===== config.mk =====
export PLATFORM = sky130hd
export DESIGN_NAME = nes_oam_dma
export DESIGN_NICKNAME = d
export VERILOG_FILES = /design/src/rtl/nes_oam_dma.sv
export SDC_FILE = /design/constraint.sdc
export NUM_CORES = 1
export LEC_CHECK = 0
export CELL_PAD_IN_SITES_DETAIL_PLACEMENT = 0
export CELL_PAD_IN_SITES_GLOBAL_PLACEMENT = 1
export CORE_ASPECT_RATIO = 1.2
export CORE_MARGIN = 1.5
export CORE_UTILIZATION = 31
export CTS_CLUSTER_DIAMETER = 40
export CTS_CLUSTER_SIZE = 30
export DETAILED_ROUTE_END_ITERATION = 6
export PLACE_DENSITY = 0.89
export SLEW_MARGIN = 20
export SYNTH_ARGS = -nofsm -noshare
export SYNTH_HDL_FRONTEND = slang
export SYNTH_SLANG_ARGS = --single-unit

===== constraint.sdc =====
create_clock -name CPU_CLK -period 4.6 [get_ports CPU_CLK]
set_clock_uncertainty 0.05 [all_clocks]
set_input_delay 1.15 -clock CPU_CLK [delete_from_list [all_inputs] [get_ports CPU_CLK]]
set_output_delay 1.15 -clock CPU_CLK [all_outputs]
set_load 0.05 [all_outputs]

===== src/rtl/nes_oam_dma.sv =====
// Sprite DMA engine: a CPU write to $4014 halts the CPU and copies
// one 256-byte page into PPU OAM through $2004.
module nes_oam_dma #(
  parameter logic [15:0] DMA_REG_ADDR  = 16'h4014,
  parameter logic [15:0] OAM_DATA_ADDR = 16'h2004
) (
  input  logic        CPU_CLK,
  input  logic        RESET,
  input  logic [15:0] CPU_ADDR,
  input  logic [7:0]  CPU_DATA_OUT,
  input  logic        CPU_RW_n,
  input  logic [7:0]  DATA_BUS,
  output logic        CPU_ENABLE,
  output logic        DMA_ACTIVE,
  output logic [15:0] DMA_ADDR,
  output logic [7:0]  DMA_DATA_OUT,
  output logic        DMA_RW_n,
  output logic        DMA_BUSY
);

  typedef enum logic [2:0] {
    S_IDLE,
    S_HALT,
    S_ALIGN,
    S_READ,
    S_WRITE
  } state_t;

  state_t     state_q, state_d;
  logic       parity_q;
  logic [7:0] page_q, page_d;
  logic [7:0] index_q, index_d;
  logic [7:0] latch_q, latch_d;
  logic       trigger;

  assign trigger = !CPU_RW_n && (CPU_ADDR == DMA_REG_ADDR);

  always_ff @(posedge CPU_CLK) begin
    if (RESET) begin
      state_q  <= S_IDLE;
      parity_q <= 1'b0;
      page_q   <= 8'h00;
      index_q  <= 8'h00;
      latch_q  <= 8'h00;
    end else begin
      state_q  <= state_d;
      parity_q <= ~parity_q;
      page_q   <= page_d;
      index_q  <= index_d;
      latch_q  <= latch_d;
    end
  end

  // Outputs decode only the state register; CPU inputs steer next state.
  always_comb begin
    state_d      = state_q;
    page_d       = page_q;
    index_d      = index_q;
    latch_d      = latch_q;
    CPU_ENABLE   = 1'b0;
    DMA_ACTIVE   = 1'b0;
    DMA_BUSY     = 1'b1;
    DMA_ADDR     = 16'h0000;
    DMA_DATA_OUT = 8'h00;
    DMA_RW_n     = 1'b1;
    unique case (state_q)
      S_IDLE: begin
        CPU_ENABLE = 1'b1;
        DMA_BUSY   = 1'b0;
        if (trigger) begin
          state_d = S_HALT;
          page_d  = CPU_DATA_OUT;
          index_d = 8'h00;
        end
      end
      // Reads must land on a "get" cycle, so an odd start
      // needs one extra alignment cycle.
      S_HALT: begin
        state_d = parity_q ? S_READ : S_ALIGN;
      end
      S_ALIGN: begin
        state_d = S_READ;
      end
      S_READ: begin
        DMA_ACTIVE = 1'b1;
        DMA_ADDR   = {page_q, index_q};
        latch_d    = DATA_BUS;
        state_d    = S_WRITE;
      end
      S_WRITE: begin
        DMA_ACTIVE   = 1'b1;
        DMA_ADDR     = OAM_DATA_ADDR;
        DMA_DATA_OUT = latch_q;
        DMA_RW_n     = 1'b0;
        if (index_q == 8'hFF) begin
          state_d = S_IDLE;
        end else begin
          index_d = index_q + 8'h01;
          state_d = S_READ;
        end
      end
      default: begin
        state_d = S_IDLE;
      end
    endcase
  end

endmodule


* Word-level counts from Yosys, hierarchy flattened *
Cells that the tools add are included.

cells by class
  add/sub/neg operators = 1
  equal/unequal tests = 8
  muxes and demuxes = 13
  bitwise gates (word level) = 1
  reduce and logical (&&, ||, !) cells = 7

operators by type and width
  cell                  count
  $pmux 16 s2           1
  $mux 8                3
  $eq 16x15->1 const B  1
  $pmux 8 s2            1
  $pmux 3 s5            1
  $add 8x1->8 const B   1
  $eq 8x8->1 const B    1
  $eq 3x2->1 const B    2
  $mux 1                5
  $ne 2x2->1 const B    2
  $eq 3x1->1 const B    1
  $eq 3x3->1 const B    1
  $logic_not 3->1       1
  $mux 3                1
  $reduce_and 3->1      1
  $mux 2                1
  $reduce_and 2->1      1
  $reduce_bool 2->1     1
  $reduce_or 2->1       1
  $logic_and 1x1->1     1
  $logic_not 1->1       1
  $not 1->1             1

word-level totals
  flip-flop bits (word level) = 28
  input port bits = 35
  output and inout port bits = 28
  logic and storage cells = 35

* Depth between registers and ports, before layout *
Gate-level depths: netlist of the first run.

  word-level depth = 4
  mapped depth = 6
  mapped depth without buffers = 5

* Least setup slack after synthesis of the first run *
OpenSTA, ideal clock, no wires.

  kind = register to output
  from = register state_q[1]
  to = output port DMA_ADDR[1]
  arrival time = 1.542 ns
  required time = 3.400 ns
  path slack = 1.858 ns
  stages on the path, launching flop included = 5
  buffers on the path = 1
  cells stage by stage = dfxtp_1 -> and2b_1 -> nand2_1 -> clkbuf_1 -> nor2_1

between the ends
  longest elaborated chain between the ends = 2
  elaborated cells between the ends (all ways) = 3
  classes of those cells = eq/ne: 2; mux: 1

ends and longest elaborated chain
  what                                             line  RTL
  from (decl)                                      29    state_t state_q, state_d;
  from (signal assigned)                           46    state_q <= state_d;
  $eq 3x3->1 / $eq 3x2->1 (equally long branches)  66    unique case (state_q)
  $pmux 16 s2 (*)                                  66
  to (decl)                                        15    output logic [15:0] DMA_ADDR,

Every way passes the cells marked *; elsewhere a longest branch is shown, timed or not.

* Worst setup path after layout of the first run *
Same ends and word-level chain as after synthesis.

==> impl_metrics.env, run 1 <==
export IMPL_routedWlPerCell_microns=12.79
export IMPL_critPathMaxFanout=14
export IMPL_critical_path_top_delay_family="simple AND/OR/NAND/NOR gates"
export IMPL_r2r_slack_ps=2540
export IMPL_proportion_of_synthesized_chip_area_in_sequential_cells_pct=38.26
export IMPL_layout_area_overhead_vs_synth_pct=46.80
export IMPL_outcome="complete, no violations"
export IMPL_power_static_leakage_nw=0.7651
export IMPL_utilization_pct=47.16
export IMPL_cell_type_with_the_highest_aggregate_area_in_the_netlist="sky130_fd_sc_hd__dfxtp_1"
export IMPL_depth_of_the_cts_h_tree=1
export IMPL_hpwlAfterDp_mm=2.715
export IMPL_min_to="parity_q"
export IMPL_critPathBufInv=1
export IMPL_first_global_vias=1394
export IMPL_total_congestion_overflow=0
export IMPL_post_cts_setup_buffer_count=0
export IMPL_initial_util_pct=32.13
export IMPL_global_route_wire_length_before_repair_mm=6.499
export IMPL_primary_ff_master_synth="sky130_fd_sc_hd__dfxtp_1"
export IMPL_setup_worst_path_class="register to output port"
export IMPL_grt_antenna_before_repair=0
export IMPL_cts_resized=0
export IMPL_yosys_cell_count_top_type="sky130_fd_sc_hd__dfxtp_1"
export IMPL_ctsRootBufferMaster="sky130_fd_sc_hd__clkbuf_8"
export IMPL_finalWeightedCongestion=0.7925
export IMPL_route_vias_total=1524
export IMPL_power_density_mw_per_mm2=233.4
export IMPL_final_report_setup_violation_count=0
export IMPL_finish_instance_area_sq_mm=0.002151
export IMPL_max_clock_path_buffers=2
export IMPL_worst_endpoint_arrival_ps=2530
export IMPL_register_bit_count_reported_by_yosys=28
export IMPL_avgViaCountPerCell=5.097
export IMPL_holdCritStartpoint="parity_q"
export IMPL_layout_drive_gt1_share_pct=6.224
export IMPL_antenna_left=0
export IMPL_rsz0062_at_grt="no"
export IMPL_endpoint_of_the_most_critical_register_to_register_path="index_q[6]"
export IMPL_floorplan_io_pins=63
export IMPL_cts_reportedPaths_clkPinSlew_ps=100
export IMPL_setup_total_negative_slack_ps=0
export IMPL_first_iter_violations=77
export IMPL_worst_hold_path_num_cells=1
export IMPL_drt_pre_antenna_iters=4
export IMPL_syn_avg_cell_area_sq_um=7.793
export IMPL_cts_sinks=28
export IMPL_clk_insertion_delay_late_ps=270
export IMPL_finalMaxSlewViolations=0
export IMPL_synthesis_nets=224
export IMPL_critical_path_cell_chain="and2b_1 > nand2_1 > nor2_1 > clkdlybuf4s50_1"
export IMPL_count_of_flip_flops_with_a_built_in_enable_after_synthesis=0
export IMPL_max_cap_violations=0
export IMPL_fp_row_count=27
export IMPL_grtUsageTotal_pct=16.03
export IMPL_netlist_top_cells_area="sky130_fd_sc_hd__dfxtp_1 38%, sky130_fd_sc_hd__a21oi_1 7.2%, sky130_fd_sc_hd__nand2_1 6.7%"
export IMPL_synth_cell_area_sq_mm=0.001465
export IMPL_die_height_microns=78.31
export IMPL_worst_r2r_startpoint="state_q[0]"
export IMPL_drt_total_wl_mm=3.825
export IMPL_netlist_instances=188
export IMPL_postCtsHoldBufs=0
export IMPL_async_flop_share_pct=0
export IMPL_clock_tree_from_tritoncts="built"
export IMPL_timing_worst_slew_pin_value_ps=736.7
export IMPL_tritoncts_num_buffers=3
export IMPL_critical_path_depth=4
export IMPL_grt_start_max_net_pins=31
export IMPL_drt_drc_violations_left=0
export IMPL_fp_dieW_microns=65.76
export IMPL_post_synth_num_cell_types=42
export IMPL_final_hold_viol_count=0
export IMPL_holdWs_ps=375.5
export IMPL_holdCritPathClass="register to register"
export IMPL_insertedDiodeCount=0
export IMPL_place_area_sq_mm=0.002101
export IMPL_critPathSlowestCell="sky130_fd_sc_hd__clkdlybuf4s50_1"
export IMPL_placement_io_buffers=62
export IMPL_finalCritPeriodShare_pct=81.10
export IMPL_fp_dieArea_sq_mm=0.005150
export IMPL_startpoint_type="register"
export IMPL_worst_endpoint_required_ps=3400
export IMPL_synth_top_area_share_pct=38.26
export IMPL_fmax_mhz=268.0
export IMPL_final_nets=278
export IMPL_worst_r2r_cell_count=5
export IMPL_ir_worst_vdd_mv=0.1207
export IMPL_core_area_sq_mm=0.004561
export IMPL_yosys_warnings=0
export IMPL_crit_path_max_incr_delay_ps=820
export IMPL_setup_worst_path_end_class="output port"
export IMPL_ranking_of_synthesized_cells_by_instance_count="28 x sky130_fd_sc_hd__dfxtp_1, 26 x sky130_fd_sc_hd__nand2_1, 21 x sky130_fd_sc_hd__a21oi_1"
export IMPL_timing_max_slew_rel_slack_pct=50.83
export IMPL_final_period_minus_worst_setup_slack_ps=3731
==> stage by stage <==
stage          setup slack, ps  std cells  total power, mW
2_1_floorplan             1858        188           0.3092
3_3_place_gp              1208        295           0.3539
3_5_place_dp              1164        295           0.3552
4_1_cts                  852.0        299           0.5055
5_1_grt                  671.2        299           0.5244
6_report                 869.2        299           0.5019
==> report_power, final <==
part / total (mW) / internal, mW / switching, mW / leakage, nW
clock network: 0.153 / 0.0767 / 0.0763 / 0.0288
registers: 0.255 / 0.246 / 0.00873 / 0.226
logic: 0.0941 / 0.0448 / 0.0493 / 0.510
total: 0.502 / 0.368 / 0.134 / 0.765
==> registers in the layout (all words and copies together) (netlist names) <==
name / flops
page_q: 8
index_q: 8
state_q: 3
parity_q: 1
latch_q: 8
==> layout by cell type, fill, tap and decap left out, types with 2 or more instances in the layout <==
cell / count
sky130_fd_sc_hd__and3_1: 10
sky130_fd_sc_hd__nand4_1: 10
sky130_fd_sc_hd__o21ai_0: 12
sky130_fd_sc_hd__nor3_1: 4
sky130_fd_sc_hd__a211oi_1: 2
sky130_fd_sc_hd__nand2_1: 26
sky130_fd_sc_hd__and2_2: 2
sky130_fd_sc_hd__and4_1: 2
sky130_fd_sc_hd__dfxtp_1: 28
sky130_fd_sc_hd__and2_1: 9
sky130_fd_sc_hd__o21a_1: 2
sky130_fd_sc_hd__nand3_1: 3
sky130_fd_sc_hd__nor2_1: 15
sky130_fd_sc_hd__a21oi_1: 21
sky130_fd_sc_hd__clkbuf_8: 4
sky130_fd_sc_hd__clkdlybuf4s50_1: 61
sky130_fd_sc_hd__inv_1: 5
==> layout make-up <==
cell class              count  area, sq um
clock buffers               4        55.05
well taps                  58        72.57
flip-flops and latches     28        560.5
multi-input cells         140        814.5
repair buffers             63        623.1
fillers                   467         2410
inverters                   6        25.02
==> worst max path at each step <==
| stage | startpoint | slack (ps) | endpoint |
|---|---|---|---|
| 6_report | state_q[1] | 870 | DMA_ADDR[1] |
| 5_1_grt | state_q[1] | 670 | DMA_ADDR[5] |
| 4_1_cts | state_q[0] | 850 | DMA_ADDR[13] |
| 3_5_place_dp | state_q[0] | 1160 | DMA_ADDR[13] |
| 3_3_place_gp | state_q[0] | 1210 | DMA_ADDR[13] |
| 2_1_floorplan | state_q[1] | 1860 | DMA_ADDR[1] |
==> worst register-to-register path, stage by stage (launching register included) <==
cell,delay [ps]
sky130_fd_sc_hd__dfxtp_1,490
sky130_fd_sc_hd__nor3_1,250
sky130_fd_sc_hd__buf_4,210
sky130_fd_sc_hd__nand3_1,340
sky130_fd_sc_hd__o21ai_2,450
sky130_fd_sc_hd__a311oi_2,150
==> routing by layer <==
| metal | vias to the layer above | GRT usage [%] | share of wire (%) |
|---|---|---|---|
| met5 | - | 0 | 0 |
| met4 | 0 | 5.000 | 1.2 |
| met3 | 5 | 2.436 | 6.4 |
| met2 | 61 | 25.66 | 46 |
| met1 | 689 | 21.94 | 46 |
| li1 | 769 | - | - |
==> cell families (layout without fill, tap and decap cells) <==
kind of cell | after synthesis | after routing | share of synthesized area (%)
DFF | 28 | 28 | 38.26
muxes | 1 | 1 | 0.6832
AOI/OAI and AO/OA | 46 | 46 | 19.90
adders and majority gates | 1 | 1 | 0.8538
buffers and inverters | 20 | 73 | 6.148
and+or+nand+nor | 92 | 92 | 34.16
Note: power is estimated with default switching activity, not from simulation.
==> inputs of run 2 (changes only) <==
Settings changed: CORE_UTILIZATION 31 to 26, PLACE_DENSITY 0.89 to 0.81.
Clock period 4.6 ns to 3.1 ns, I/O delays scaled along.
==> impl_metrics.env, run 2 (same netlist as run 1, synthesis figures left out) <==
export IMPL_outcome="complete, no violations"
export IMPL_tritoncts_num_buffers=3
export IMPL_startpoint_type="register"
export IMPL_hpwlAfterDp_mm=3.032
export IMPL_fp_row_count=29
export IMPL_antenna_left=0
export IMPL_grt_antenna_before_repair=0
export IMPL_place_worst_setup_slack_ps=386.8
export IMPL_critPathSlowestCell="sky130_fd_sc_hd__clkdlybuf4s50_1"
export IMPL_final_setup_slack_of_the_worst_path_ps=188.8
export IMPL_layout_drive_gt1_share_pct=15.66
export IMPL_drt_total_wl_mm=4.155
export IMPL_crit_path_max_incr_delay_ps=800
export IMPL_holdWs_ps=367.0
export IMPL_worst_r2r_cell_count=6
export IMPL_grt_start_max_net_pins=18
export IMPL_dpl_cell_count=307
export IMPL_layout_cells_most_common_list="46 x sky130_fd_sc_hd__clkdlybuf4s50_1, 28 x sky130_fd_sc_hd__dfxtp_1, 26 x sky130_fd_sc_hd__nand2_1"
export IMPL_clock_tree_from_tritoncts="built"
export IMPL_first_iter_violations=49
export IMPL_placement_io_buffers=62
export IMPL_clock_network_fraction_of_total_power_pct=35.3
export IMPL_final_hold_viol_count=0
export IMPL_postCtsHoldBufs=0
export IMPL_fp_dieArea_sq_mm=0.006096
export IMPL_setup_total_negative_slack_ps=0
export IMPL_finalCritPeriodShare_pct=93.91
export IMPL_cts_sinks=28
export IMPL_stdcell_count=311
export IMPL_route_vias_total=1549
export IMPL_mostFrequentLayoutCell="sky130_fd_sc_hd__clkdlybuf4s50_1"
export IMPL_max_clock_path_buffers=2
export IMPL_grtUsageTotal_pct=13.71
export IMPL_insertedDiodeCount=0
export IMPL_seqPwrFrac_pct=45.6
export IMPL_global_route_wire_length_before_repair_mm=6.789
export IMPL_core_area_sq_mm=0.005370
export IMPL_cts_reportedPaths_clkPinSlew_ps=100
export IMPL_power_density_mw_per_mm2=376.0
export IMPL_net_switching_power_mw=0.2147
export IMPL_endpoint_of_the_most_critical_register_to_register_path="index_q[3]"
export IMPL_fp_dieW_microns=71.53
export IMPL_final_nets=286
export IMPL_floorplan_io_pins=63
export IMPL_setup_worst_path_class="register to output port"
export IMPL_worst_endpoint_required_ps=2270
export IMPL_critPathMaxFanout=17
export IMPL_power_frac_comb_pct=19.1
export IMPL_initial_util_pct=27.28
export IMPL_routedWlPerCell_microns=13.36
export IMPL_sw_frac_of_total_pct=25.82
export IMPL_final_report_setup_violation_count=0
export IMPL_critical_path_cell_chain="and3_2 > clkdlybuf4s50_1"
export IMPL_timing_max_slew_rel_slack_pct=59.86
export IMPL_layout_top_registers="index_q (8), latch_q (8), page_q (8)"
export IMPL_utilization_pct=41.17
export IMPL_final_period_minus_worst_setup_slack_ps=2911
export IMPL_max_cap_violations=0
export IMPL_worst_setup_path_startpoint="state_q[0]"
export IMPL_die_height_microns=85.23
export IMPL_finalWeightedCongestion=0.7537
export IMPL_first_global_vias=1504
export IMPL_worst_r2r_startpoint="state_q[0]"
export IMPL_fmax_mhz=343.5
export IMPL_power_static_leakage_nw=0.8469
export IMPL_setup_worst_path_end_class="output port"
export IMPL_drt_pre_antenna_iters=6
export IMPL_total_congestion_overflow=0
export IMPL_avgViaCountPerCell=4.981
export IMPL_r2r_slack_ps=1100
export IMPL_ir_worst_vdd_mv=0.3225
export IMPL_finalMaxSlewViolations=0
export IMPL_depth_of_the_cts_h_tree=1
export IMPL_rsz0062_at_grt="no"
export IMPL_critPathCapture="DMA_ADDR[8]"
export IMPL_p_int_mw=0.6167
export IMPL_layout_area_overhead_vs_synth_pct=50.90
export IMPL_worst_endpoint_arrival_ps=2090
export IMPL_ctsRootBufferMaster="sky130_fd_sc_hd__clkbuf_8"
export IMPL_clk_insertion_delay_late_ps=280
export IMPL_holdCritPathClass="register to register"
export IMPL_drt_drc_violations_left=0
export IMPL_timing_worst_slew_pin_value_ps=601.3
## run 2: cell types whose count changed in the layout (fill, tap and decap cells not counted)
| cell | change |
|---|---|
| sky130_fd_sc_hd__clkbuf_8 | -1 |
| sky130_fd_sc_hd__buf_2 | -1 |
| sky130_fd_sc_hd__and2b_2 | +1 |
| sky130_fd_sc_hd__buf_4 | +23 |
| sky130_fd_sc_hd__buf_12 | +1 |
| sky130_fd_sc_hd__bufinv_16 | +1 |
| sky130_fd_sc_hd__and2b_1 | -1 |
| sky130_fd_sc_hd__clkdlybuf4s50_1 | -15 |
## run 2: what timing repair did
action | in CTS | in global routing
setup endpoints to repair | 0 | 11
resized for setup | 0 | 1
buffers inserted | 0 | 0
## run 2: layout make-up
cell class	instances	area, sq um
tap	62	77.57
fill	572	3159
clock buffer	3	41.29
clock inverter	1	30.03
timing repair buffer	71	660.6
inverter	6	25.02
multi-input combinational	140	815.8
sequential	28	560.5
## run 2: worst min path at each step
stage	endpoint	slack, ps	cells after the start	from
2_1_floorplan	parity_q	340	1	parity_q
6_report	parity_q	370	1	parity_q
3_5_place_dp	parity_q	350	1	parity_q
5_1_grt	parity_q	380	1	parity_q
4_1_cts	parity_q	370	1	parity_q
3_3_place_gp	parity_q	350	1	parity_q
## run 2: critical path, delay by kind of cell, from the launching register on
| family | cells | cell delay [ps] |
|---|---|---|
| DFF | 1 | 720 |
| buffers and inverters | 1 | 800 |
| and+or+nand+nor | 1 | 290 |
## run 2: power by group through the flow
| stage | logic, mW | registers [mW] | clock network, mW |
|---|---|---|---|
| after floorplan | 0.0811 | 0.378 | 0 |
| after global placement | 0.157 | 0.387 | 0 |
| after detailed placement | 0.158 | 0.387 | 0 |
| after CTS | 0.158 | 0.379 | 0.305 |
| after global routing | 0.169 | 0.381 | 0.312 |
| final | 0.159 | 0.379 | 0.293 |
## run 2: through the flow
| stage | area [sq um] | power [mW] |
|---|---|---|
| finish | 2211 | 0.8314 |
| global route | 2211 | 0.8623 |
| CTS | 2210 | 0.8424 |
| detailed placement | 2138 | 0.5449 |
| global placement | 2138 | 0.5438 |
| floorplan | 1465 | 0.4588 |
## run 2: per-layer routing
metal  share of wire [%]  GRT usage [%]  vias up
met5                   0              0        -
li1                    -              -      784
met1                  46          16.47      729
met2                  49          24.89       30
met4                 1.2          3.602        0
met3                 3.6          2.494        6
==> RTL edit 1: new RTL, flow settings as in run 1 <==
Put a register stage on the output `DMA_ADDR`, without a reset. The value now appears one clock later. The other outputs are not delayed to match.
--- a/src/rtl/nes_oam_dma.sv
+++ b/src/rtl/nes_oam_dma.sv
@@ -27,2 +27,4 @@
   } state_t;
+
+  logic [15:0] DMA_ADDR_d;
 
@@ -62,3 +64,3 @@
     DMA_BUSY     = 1'b1;
-    DMA_ADDR     = 16'h0000;
+    DMA_ADDR_d   = 16'h0000;
     DMA_DATA_OUT = 8'h00;
@@ -85,3 +87,3 @@
         DMA_ACTIVE = 1'b1;
-        DMA_ADDR   = {page_q, index_q};
+        DMA_ADDR_d = {page_q, index_q};
         latch_d    = DATA_BUS;
@@ -91,3 +93,3 @@
         DMA_ACTIVE   = 1'b1;
-        DMA_ADDR     = OAM_DATA_ADDR;
+        DMA_ADDR_d   = OAM_DATA_ADDR;
         DMA_DATA_OUT = latch_q;
@@ -107,2 +109,6 @@
 
+  always_ff @(posedge CPU_CLK) begin
+    DMA_ADDR <= DMA_ADDR_d;
+  end
+
 endmodule
Check against the original RTL: not equivalent (a bounded check fails within 4 cycles, from zero or initial values and one cycle with RESET high).
==> RTL edit 1 against run 1 <==
  * Worst hold slack lost 0.0095 ns
  * Via count grew 4.9%
  * Routed wire length grew 6.4%
  * Register-to-register slack gained 0.06 ns
  * Cell area grew 17%
  * Global-route usage shrank 2.0 points
  * Sequential cell count grew 16
  * Power grew 45%
  * Worst setup slack lost 0.082 ns
  * Synthesized area grew 22%
  * Critical endpoint is now DMA_ACTIVE
  * Largest cell class is now registers
  * Highest routed layer unchanged
==> RTL edit 1: results (changes against run 1) <==
- Cell Area, Synth: 1788 sq um (+22%)
- Data buffer area share: 24.80% (-4.2 points)
- Comb_multi_in: 138 (-1.4%)
- Number of fill cells: 565 (+21%)
- Port Buf Inserts: 62 (unchanged)
- Clk sinks: 44 (+57%)
- Clock Path Buffers: 2 (unchanged)
- 1st-iter DRT viols: 71 (-7.8%)
- Synthesized area per cell: 8.985 sq um (+15%)
- Outcome: finished, final reports clean
- Max FFs per register: 16
- Commonest cells in the netlist: 44 x dfxtp_1, 27 x nand2_1, 21 x a21oi_1
- Pre-CTS WS: 1.092 ns (-0.07124 ns)
- Synth area leaders: dfxtp_1 49%, a21oi_1 5.9%, nand2_1 5.7%
- Tap cells: 64 (+10%)
- Inverters: 3 (-3)
- # nets final: 291 (+4.7%)
- Layout cell share with drive strength beyond 1: 7.422% (+1.2 points)
- Finished Layout Cells: 320 (+7.0%)
- Wirelength per Cell: 12.72 um (-0.60%)
- FFs w/ async S/R, synth: 0% (unchanged)
- Crit Path Max Fanout: 21 (+7)
- Clock buffer count: 5 (+1)
- Worst skew pair latency: 0.29 ns (+0.02 ns)
- Largest net degree at the start of global routing: 31 (unchanged)
- Max VDD drop: 0.1622 mV (+34%)
- Sw frac: 26.33% (-0.44 points)
- First-pass GRT wire length: 7038 um (+8.3%)
- Routed vias/inst: 4.997 (-2.0%)
- Clock root buffer master: clkbuf_8
- H-tree Lvls: 2 (+1)
- Post-synth cell types: 40 (-4.8%)
- Reg area: 880.8 sq um (+57%)
- GPL Wtd Cong: 0.7580 (-4.4%)
- Seq/total area: 35.06% (+9.0 points)
- Leak pwr: 0.9191 nW (+20%)
- Reg clk slew, reported paths: 0.08 ns (-0.02 ns)
- Vias in the first global route: 1,552 (+11%)
- Placed Area: 2430 sq um (+16%)
- Fraction of area in multi-input gates: 33.02% (-4.9 points)
- GRT Total Usage: 14.05% (-2.0 points)
- Least-Margin Pin Slew: 0.7367 ns (+0.000002325 ns)
- Hpwl dp: 2883 um (+6.2%)
- Syn_nets: 235 (+4.9%)
- Seq/Total Area, Yosys: 49.27% (+11 points)
- Placed insts: 312 (+5.8%)
- Clk cell area share: 3.486% (+0.93 points)
[RTL edit 1: stage by stage]
step,hold slack [ns],power (mW)
detailed placement,0.3508,0.5028
finish,0.3660,0.7281
global route,0.3703,0.7650
global placement,0.3487,0.5007
CTS,0.3636,0.7352
floorplan,0.3368,0.4540
[RTL edit 1: cells by family after synthesis]
| family | after synthesis | synth area share [%] |
|---|---|---|
| compound gates | 47 | 17.01 |
| mux | 2 | 1.120 |
| buf+inv | 17 | 4.338 |
| flops | 44 | 49.26 |
| fa+ha+maj | 1 | 0.6997 |
| simple gates | 88 | 27.57 |
[RTL edit 1: path summary, 6_finish.rpt]
check / cells after the start / end / slack (ns) / from
max: 4 / DMA_ACTIVE / 0.79 / state_q[0]$_SDFFE_PP0P_
min: 1 / parity_q$_SDFF_PP0_ / 0.37 / parity_q$_SDFF_PP0_
max reg2reg: 4 / index_q[0]$_SDFFE_PP0P_ / 2.60 / state_q[0]$_SDFFE_PP0P_
min reg2reg: 1 / parity_q$_SDFF_PP0_ / 0.37 / parity_q$_SDFF_PP0_
[RTL edit 1: critical path, stage by stage, from the launching register on]
cell and delay, ns:
dfxtp_1 0.51, nor3b_4 0.72, inv_2 0.19, nand2_1 0.10, clkdlybuf4s50_1 0.80
[RTL edit 1: per-layer routing]
layer	track usage (%)	routed length (um)	up-vias
li1	-	-	814
met1	16.89	1744	734
met2	24.24	2040	46
met3	3.721	232	5
met4	4.631	52	0
met5	0	0	-
[RTL edit 1: power by group through the flow]
stage | sequential (mW) | combinational (mW) | clock [mW]
after floorplan | 0.398 | 0.0561 | 0
after global placement | 0.402 | 0.0982 | 0
after detailed placement | 0.403 | 0.0996 | 0
after CTS | 0.394 | 0.100 | 0.241
after global routing | 0.396 | 0.107 | 0.262
final | 0.394 | 0.0992 | 0.235
==> RTL edit 2: new RTL, flow settings as in run 1 <==
Without the edit above. Re-encode `state_t` (5 states) as one-hot, 5 bits wide.
--- a/src/rtl/nes_oam_dma.sv
+++ b/src/rtl/nes_oam_dma.sv
@@ -20,8 +20,8 @@
 
-  typedef enum logic [2:0] {
-    S_IDLE,
-    S_HALT,
-    S_ALIGN,
-    S_READ,
-    S_WRITE
+  typedef enum logic [4:0] {
+    S_IDLE  = 5'b00001,
+    S_HALT  = 5'b00010,
+    S_ALIGN = 5'b00100,
+    S_READ  = 5'b01000,
+    S_WRITE = 5'b10000
   } state_t;
Formal check against the unedited RTL: no difference found for any inputs over 10 cycles, from zero or initial values and one cycle with RESET high; not proved beyond that.
==> RTL edit 2 against run 1 <==
  * Synthesized cell count up 4.3%
  * Critical endpoint is now DMA_ADDR[13]
  * Cell area up 9.9%
  * Critical path type unchanged
  * Routed wire length up 0.52%
  * Sequential cell count up 2
  * Synthesized area up 5.8%
  * Largest cell class unchanged
  * Worst setup slack worse by 0.10 ns
Power is not compared: it rests on default switching activity, and its combinational part moved more than twofold at a synthesized area within 25%.
==> RTL edit 2: results (changes against run 1) <==
- Outcome: finished, final reports clean
- Top delay family on crit path: simple AND/OR/NAND/NOR gates
- Initial antenna violation count: 0 (unchanged)
- # nets final: 293 (+5.4%)
- Port Buf Inserts: 62 (unchanged)
- First-pass GRT wire length: 6189 um (-4.8%)
- GRT Total Usage: 15.05% (-0.98 points)
- Fin area: 2364 sq um (+9.9%)
- Layout cell share with drive strength beyond 1: 7.364% (+1.1 points)
- Worst skew pair latency: 0.28 ns
- Wirelength per Cell: 12.09 um (-5.5%)
- Post-CTS Setup Bufs: 0 (unchanged)
- Reg clk slew, reported paths: 0.06 ns (-0.04 ns)
- Rel. slew slack: 43.82% (-7.0 points)
- H-tree Lvls: 2 (+1)
- Placed insts: 310 (+5.1%)
- 1st-iter DRT viols: 85 (+10%)
- Post-synth cell types: 44 (+4.8%)
- TritonCTS buffer count: 5 (+2)
- Yosys warnings: 0 (unchanged)
- FFs w/ async S/R, synth: 0% (unchanged)
- Max VDD drop: 0.1530 mV
- DRC: 0 (unchanged)
- GPL Wtd Cong: 0.7685 (-3.0%)
- Seq/Total Area, Yosys: 38.74% (+0.48 points)
- Clock root buffer master: clkbuf_8
- Drt pass-1 iters: 4 (unchanged)
- Crit Path Max Fanout: 21 (+7)
- Tcrit/Tclk final: 83.33% (+2.2 points)
- Finished Layout Cells: 318 (+6.4%)
- Largest net degree at the start of global routing: 25 (-19%)
- CP arrival: 2.63 ns (+0.10 ns)
- Clock Path Buffers: 2 (unchanged)
- Cts repair resizes: 0 (unchanged)
- Reg2reg setup slack: 2.52 ns (-0.02 ns)
- Antenna Diode Count: 0 (unchanged)
- Gate Count Post-Synth: 196 (+4.3%)
- Hpwl dp: 2775 um (+2.2%)
- Critical path's slowest cell: clkdlybuf4s50_1
- Synth area leaders: dfxtp_1 39%, and2_1 8.1%, a21oi_1 6.5%
- Commonest cells in the netlist: 30 x dfxtp_1, 24 x nand2_1, 20 x a21oi_1, 20 x and2_1, 13 x nor2_1
- Routed vias/inst: 4.978 (-2.3%)
- Syn_nets: 232 (+3.6%)
- Vias in the first global route: 1,409 (+1.1%)
- CP max stage delay: 0.83 ns
- Pre-CTS WS: 1.051 ns (-0.1124 ns)
- Fin Hold WS: 0.3915 ns (+0.01605 ns)
- Placed Area: 2221 sq um (+5.7%)
- Number of fill cells: 490 (+4.9%)
==> RTL edit 2: per-layer routing <==
metal,vias up,share of wire [%],track usage [%]
met5,-,0,0
met4,0,1.5,5.510
met3,9,6.9,4.622
met2,60,47,23.73
met1,705,45,19.01
li1,809,-,-
==> RTL edit 2: where the power goes <==
| part | switching [mW] | internal (mW) |
|---|---|---|
| Combinational | 0.0117 | 0.0282 |
| Clock | 0.0998 | 0.231 |
| Sequential | 0.000309 | 0.260 |
| Total | 0.112 | 0.519 |
==> RTL edit 2: worst paths after layout <==
check / start / end / depth (start not counted)
worst max-delay path: state_q[2]$_SDFFE_PP0P_ / DMA_ADDR[13] / 5
worst min-delay path: parity_q$_SDFF_PP0_ / parity_q$_SDFF_PP0_ / 1
worst max register to register: state_q[1]$_SDFFE_PP0P_ / index_q[5]$_SDFFE_PP0P_ / 4
worst min register to register: parity_q$_SDFF_PP0_ / parity_q$_SDFF_PP0_ / 1
==> RTL edit 2: final cells by class <==
| cell class | count | share of cell area (%) |
|---|---|---|
| clock buffer | 6 | 3.494 |
| clock inverter | 2 | 2.541 |
| inverter | 7 | 1.112 |
| multi-input combinational | 149 | 37.37 |
| sequential | 30 | 25.41 |
| tap | 60 | 3.176 |
| timing repair buffer | 64 | 26.89 |
==> RTL edit 2: kinds of logic (layout without fill, tap and decap cells) <==
| kind of cell | after synthesis | in the layout | synth area share (%) |
|---|---|---|---|
| flops | 30 | 30 | 38.74 |
| fa+ha+maj | 1 | 1 | 0.8070 |
| simple gates | 98 | 98 | 35.68 |
| compound gates | 47 | 47 | 18.73 |
| mux | 1 | 1 | 0.6457 |
| xor+xnor | 2 | 2 | 1.130 |
| buf+inv | 17 | 79 | 4.277 |
